**src/rtl/id_issue_stage.sv**
```systemverilog
// uDLX decode-to-execute issue stage: decodes one instruction per cycle into a registered ALU slot.
// Optional macro ISSUE_DIV_ZERO_CHECK_EN adds the registered out_div_zero flag for DIV with B == 0.
module id_issue_stage #(
    parameter int DATA_WIDTH     = 32,
    parameter int OPCODE_WIDTH   = 3,
    parameter int REG_ADDR_WIDTH = 5
) (
    input  logic                      clk,
    input  logic                      rst,
    input  logic                      in_valid,
    output logic                      in_ready,
    input  logic [31:0]               in_instr,
    input  logic [DATA_WIDTH-1:0]     in_rs1_data,
    input  logic [DATA_WIDTH-1:0]     in_rs2_data,
    input  logic                      flush,
    output logic                      out_valid,
    input  logic                      out_ready,
    output logic [OPCODE_WIDTH-1:0]   alu_opcode,
    output logic [DATA_WIDTH-1:0]     alu_data_in_a,
    output logic [DATA_WIDTH-1:0]     alu_data_in_b,
    output logic [REG_ADDR_WIDTH-1:0] out_rd,
    output logic                      out_illegal,
    output logic                      out_div_zero
);

    localparam logic [OPCODE_WIDTH-1:0] ALU_ADD  = OPCODE_WIDTH'(0);
    localparam logic [OPCODE_WIDTH-1:0] ALU_SUB  = OPCODE_WIDTH'(1);
    localparam logic [OPCODE_WIDTH-1:0] ALU_AND  = OPCODE_WIDTH'(2);
    localparam logic [OPCODE_WIDTH-1:0] ALU_OR   = OPCODE_WIDTH'(3);
    localparam logic [OPCODE_WIDTH-1:0] ALU_MULT = OPCODE_WIDTH'(4);
    localparam logic [OPCODE_WIDTH-1:0] ALU_DIV  = OPCODE_WIDTH'(5);
    localparam logic [OPCODE_WIDTH-1:0] ALU_CMP  = OPCODE_WIDTH'(6);
    localparam logic [OPCODE_WIDTH-1:0] ALU_NOT  = OPCODE_WIDTH'(7);

    function automatic logic signed [DATA_WIDTH-1:0] sext_imm16(input logic [15:0] imm);
        return {{(DATA_WIDTH-16){imm[15]}}, imm};
    endfunction

    logic [5:0]  op;
    logic [10:0] func;
    logic        accept;

    logic [OPCODE_WIDTH-1:0]          dec_opcode;
    logic signed [DATA_WIDTH-1:0]     dec_a, dec_b;
    logic [REG_ADDR_WIDTH-1:0]        dec_rd;
    logic                             dec_illegal;

    logic                             valid_d, valid_q;
    logic [OPCODE_WIDTH-1:0]          opcode_d, opcode_q;
    logic signed [DATA_WIDTH-1:0]     a_d, a_q, b_d, b_q;
    logic [REG_ADDR_WIDTH-1:0]        rd_d, rd_q;
    logic                             illegal_d, illegal_q;

    assign op       = in_instr[31:26];
    assign func     = in_instr[10:0];
    assign in_ready = (!valid_q || out_ready) && !flush;
    assign accept   = in_valid && in_ready;

    always_comb begin
        dec_opcode  = ALU_ADD;
        dec_a       = in_rs1_data;
        dec_b       = in_rs2_data;
        dec_rd      = REG_ADDR_WIDTH'(in_instr[15:11]);
        dec_illegal = 1'b0;
        if (op == 6'h00) begin
            case (func)
                11'h020: dec_opcode = ALU_ADD;
                11'h022: dec_opcode = ALU_SUB;
                11'h024: dec_opcode = ALU_AND;
                11'h025: dec_opcode = ALU_OR;
                11'h00E: dec_opcode = ALU_MULT;
                11'h00F: dec_opcode = ALU_DIV;
                11'h028: dec_opcode = ALU_CMP;
                11'h027: dec_opcode = ALU_NOT;
                default: dec_illegal = 1'b1;
            endcase
        end else begin
            dec_rd = REG_ADDR_WIDTH'(in_instr[20:16]);
            dec_b  = sext_imm16(in_instr[15:0]);
            case (op)
                6'h08:   dec_opcode = ALU_ADD;
                6'h0A:   dec_opcode = ALU_SUB;
                6'h0C:   dec_opcode = ALU_AND;
                6'h0D:   dec_opcode = ALU_OR;
                default: dec_illegal = 1'b1;
            endcase
        end
        // Undecodable words issue as a harmless ADD into r0.
        if (dec_illegal) begin
            dec_opcode = ALU_ADD;
            dec_a      = '0;
            dec_b      = '0;
            dec_rd     = '0;
        end
    end

    always_comb begin
        opcode_d  = accept ? dec_opcode  : opcode_q;
        a_d       = accept ? dec_a       : a_q;
        b_d       = accept ? dec_b       : b_q;
        rd_d      = accept ? dec_rd      : rd_q;
        illegal_d = accept ? dec_illegal : illegal_q;
        if (flush)          valid_d = 1'b0;
        else if (accept)    valid_d = 1'b1;
        else if (out_ready) valid_d = 1'b0;
        else                valid_d = valid_q;
    end

    always_ff @(posedge clk) begin
        if (rst) begin
            valid_q   <= 1'b0;
            opcode_q  <= '0;
            a_q       <= '0;
            b_q       <= '0;
            rd_q      <= '0;
            illegal_q <= 1'b0;
        end else begin
            valid_q   <= valid_d;
            opcode_q  <= opcode_d;
            a_q       <= a_d;
            b_q       <= b_d;
            rd_q      <= rd_d;
            illegal_q <= illegal_d;
        end
    end

    assign out_valid     = valid_q;
    assign alu_opcode    = opcode_q;
    assign alu_data_in_a = a_q;
    assign alu_data_in_b = b_q;
    assign out_rd        = rd_q;
    assign out_illegal   = illegal_q;

`ifdef ISSUE_DIV_ZERO_CHECK_EN
    logic div_zero_d, div_zero_q;

    always_comb begin
        div_zero_d = div_zero_q;
        if (accept)
            div_zero_d = !dec_illegal && (dec_opcode == ALU_DIV) && (op == 6'h00)
                         && (in_rs2_data == '0);
    end

    always_ff @(posedge clk) begin
        if (rst) div_zero_q <= 1'b0;
        else     div_zero_q <= div_zero_d;
    end

    assign out_div_zero = div_zero_q;
`else
    assign out_div_zero = 1'b0;
`endif

endmodule

```
**config.mk**
```make
export PLATFORM = sky130hd
export DESIGN_NAME = id_issue_stage
export DESIGN_NICKNAME = d
export VERILOG_FILES = /design/src/rtl/id_issue_stage.sv
export SDC_FILE = /design/constraint.sdc
export NUM_CORES = 1
export LEC_CHECK = 0
export BUFFER_PORTS_ARGS = -buffer_cell sky130_fd_sc_hd__buf_2
export CAP_MARGIN = 20
export CORE_AREA = 8 8 112 73
export DETAILED_ROUTE_END_ITERATION = 8
export DIE_AREA = 0 0 120 81
export PLACE_DENSITY = 0.83
export REMOVE_ABC_BUFFERS = 1
export SYNTH_ARGS = -nofsm -noshare
export SYNTH_HDL_FRONTEND = slang
export SYNTH_SLANG_ARGS = --single-unit
export TNS_END_PERCENT = 1
```
**constraint.sdc**
```tcl
create_clock -name clk -period 3.9 [get_ports clk]
set_clock_uncertainty 0.05 [all_clocks]
set_input_delay 0.195 -clock clk [delete_from_list [all_inputs] [get_ports clk]]
set_output_delay 0.195 -clock clk [all_outputs]
set_load 0.01 [all_outputs]
```
==> flow_metrics.tcl <==
set metrics [dict create \
    status "complete, no violations" \
    fillers 568 \
    antenna_found_initial 0 \
    yosysMostFrequentCell "dfxtp_1" \
    peakVddDrop_mv 0.1909 \
    cts_resized 0 \
    cts.sinks 74 \
    synthXorXnorAreaFrac_pct 0 \
    clockBufferDepth 2 \
    cp.required_ps 4100 \
    drt_iter0_drc 238 \
    h-tree-depth 3 \
    drtAntennaViolNets 0 \
    synthArstFlopShare_pct 0 \
    root_buffer "clkbuf_8" \
    syn_area_um2 2894 \
    synthAdderAreaFrac_pct 0 \
    cap_violations 0 \
    synth-simple-area-share_pct 12.24 \
    wl_met3_um 848 \
    cts_tree "done" \
    crit_start "flush" \
    slew_headroom_pct 45.47 \
    num_rows 23 \
    multi_input_area_um2 1294 \
    routed_wl_um 9276 \
    gp_congestion 0.8015 \
    hold_viol 0 \
    synth_common_cells "dfxtp_1, nand2_1, o21ai_1" \
    powerDensity_nw_per_um2 367.7 \
    ys_ff_latch 74 \
    worst_skew_pair.late_latency_ps 330 \
    path_class "input port to register" \
    grt_usage_pct 18.39 \
    ys_types 35 \
    synth_seq_area_share_pct 51.19 \
    cp_common_cell "o21ai_1" \
    power.leakage_uw 0.001905 \
    drive_gt1_share_pct 41.00 \
    synth-compound-area-share_pct 24.08 \
    ios 177 \
    die_y_um 81 \
    die_area_um2 9720 \
    routedLengthMet1_um 4013 \
    cp.arrival_ps 2590 \
    syn_area_per_cell_um2 9.427 \
    fin_crit_sh_pct 61.26 \
    finalSetupViolations 0 \
    grt_pass1_vias 3001 \
    antennaDiodeCount 0 \
    numCtsBuffers 9 \
    clk_pin_slew_worst_paths_ps 80 \
    crit_path_start_kind "input port" \
    place_hpwl_um 7172 \
    topRoutingLayerUsed "met4" \
    hp-class "input port to register" \
    hp-start "in_rs1_data[25]" \
    slew_viol_final 0 \
    drc_errors 0 \
    routedWlPerCell_um 16.42 \
    wl_met2_um 4322 \
    port_buffers 170 \
    die_w_um 120 \
    rsz0062_at_grt "false" \
    crit_path_end_kind "register" \
    synth_cells 307 \
    final_nets 574 \
    grt_max_degree 39 \
    yosysWarnings 0 \
    r2r_start "out_valid" \
    grt_pass1_wl_um 14650 \
    via_count 2924 \
    start_util_pct 44.70 \
    synth_area_leaders "dfxtp_1, a22o_1, mux2i_1" \
    worstPathCellList "dlygate4sd3_1 -> buf_2 -> nor2b_1 -> nor3b_2 -> o21ai_1 -> a211o_2 -> o21ai_1" \
    coreArea_um2 6475 \
    synth_top_cell_by_area "dfxtp_1" \
    grt_overflow 0 \
    hold_ws_ps 20.08 \
    dr.pass1.iters 5 \
    worst_slew_pin_slew_ps 816.1 \
    synth-main-ff-cell "dfxtp_1" \
    viasPerCell 5.175 \
    seqCellArea_um2 1481 \
    synth_top_cell_area_share_pct 51.19 \
    synth_edf_count 0 \
    max_freq_ghz 0.4186 \
    cpPeakStageDelay_ps 620 \
    setup-tns-final_ps 0 \
    p_total_uw 1477 \
    synthMuxAreaShare_pct 7.609 \
    period_minus_slack_ps 2389 \
    area_growth_syn_to_layout_pct 38.78 \
    cp_max_fo 37 \
    synth_top_family_by_area "compound AO/OA/AOI/OAI gates" \
    slowest_stage "a211o_2" \
]
-- per-layer routing --
layer	GRT usage, %	up-vias
met4	5.328	0
met2	31.43	133
li1	-	1429
met3	6.713	9
met1	21.58	1353
met5	0	-
-- placed cells by master, fill, tap and decap left out, types with 5 or more instances in the layout --
cell type / Yosys / routed
mux2i_1: 22 / 22
dfxtp_1: 74 / 74
nand2_1: 44 / 44
clkbuf_8: 0 / 9
a22o_1: 32 / 32
nand3_1: 5 / 5
nor2_1: 8 / 8
buf_4: 1 / 5
a21oi_1: 26 / 25
o21ai_1: 40 / 40
buf_2: 8 / 170
-- kinds of logic (layout without fill, tap and decap cells) --
kind of cell    count (synthesis)  count (layout)
flops                          74              74
buf+inv                        27             198
mux                            22              22
compound gates                108             108
other cells                     1               1
simple gates                   75              75
-- power breakdown --
| group | switching (uW) | internal (uW) | leakage (uW) |
|---|---|---|---|
| clock network | 278 | 297 | 0.0000966 |
| logic | 72.8 | 63.7 | 0.00121 |
| registers | 3.58 | 762 | 0.000597 |
-- what timing repair did --
item	CTS	global route
setup endpoints to repair	0	0
hold buffers	3	1
hold endpoints to repair	3	1
setup buffers	0	0
-- worst paths after layout --
check             depth (start not counted)  slack [ps]                end
hold / removal                            2          20  alu_data_in_a[25]
hold reg to reg                           2         400  alu_data_in_b[24]
setup / recovery                          7        1510  alu_data_in_b[17]
setup reg to reg                          5        1880  alu_data_in_b[17]
-- critical path: cells and delay by family --
family	cells	cell delay (ps)
buf+inv	2	680
compound gates	3	1100
simple gates	2	600
-- sequential cells by signal (all words and copies together) (netlist names) --
register	flops
alu_data_in_a	32
alu_data_in_b	32
alu_opcode	3
out_illegal	1
out_rd	5
out_valid	1
-- through the flow --
| stage | std cells | setup slack [ps] | util [%] | cell area [um2] |
|---|---|---|---|---|
| 2_1_floorplan | 283 | 467.2 | - | 2768 |
| 3_3_place_gp | 544 | 1303 | 58.32 | 3776 |
| 3_5_place_dp | 544 | 1223 | 58.32 | 3776 |
| 4_1_cts | 563 | 1549 | 61.76 | 3999 |
| 5_1_grt | 565 | 1378 | 62.03 | 4016 |
| 6_report | 565 | 1511 | 62.03 | 4016 |
-- final cells by class --
cell class	instances	area share (%)
clock buffer	10	3.178
inverter	3	0.2804
multi-input combinational	206	32.21
tap	87	2.710
timing repair buffer	179	23.12
sequential	74	36.88
clock inverter	6	1.620
Note: power is estimated with default switching activity, not from simulation.
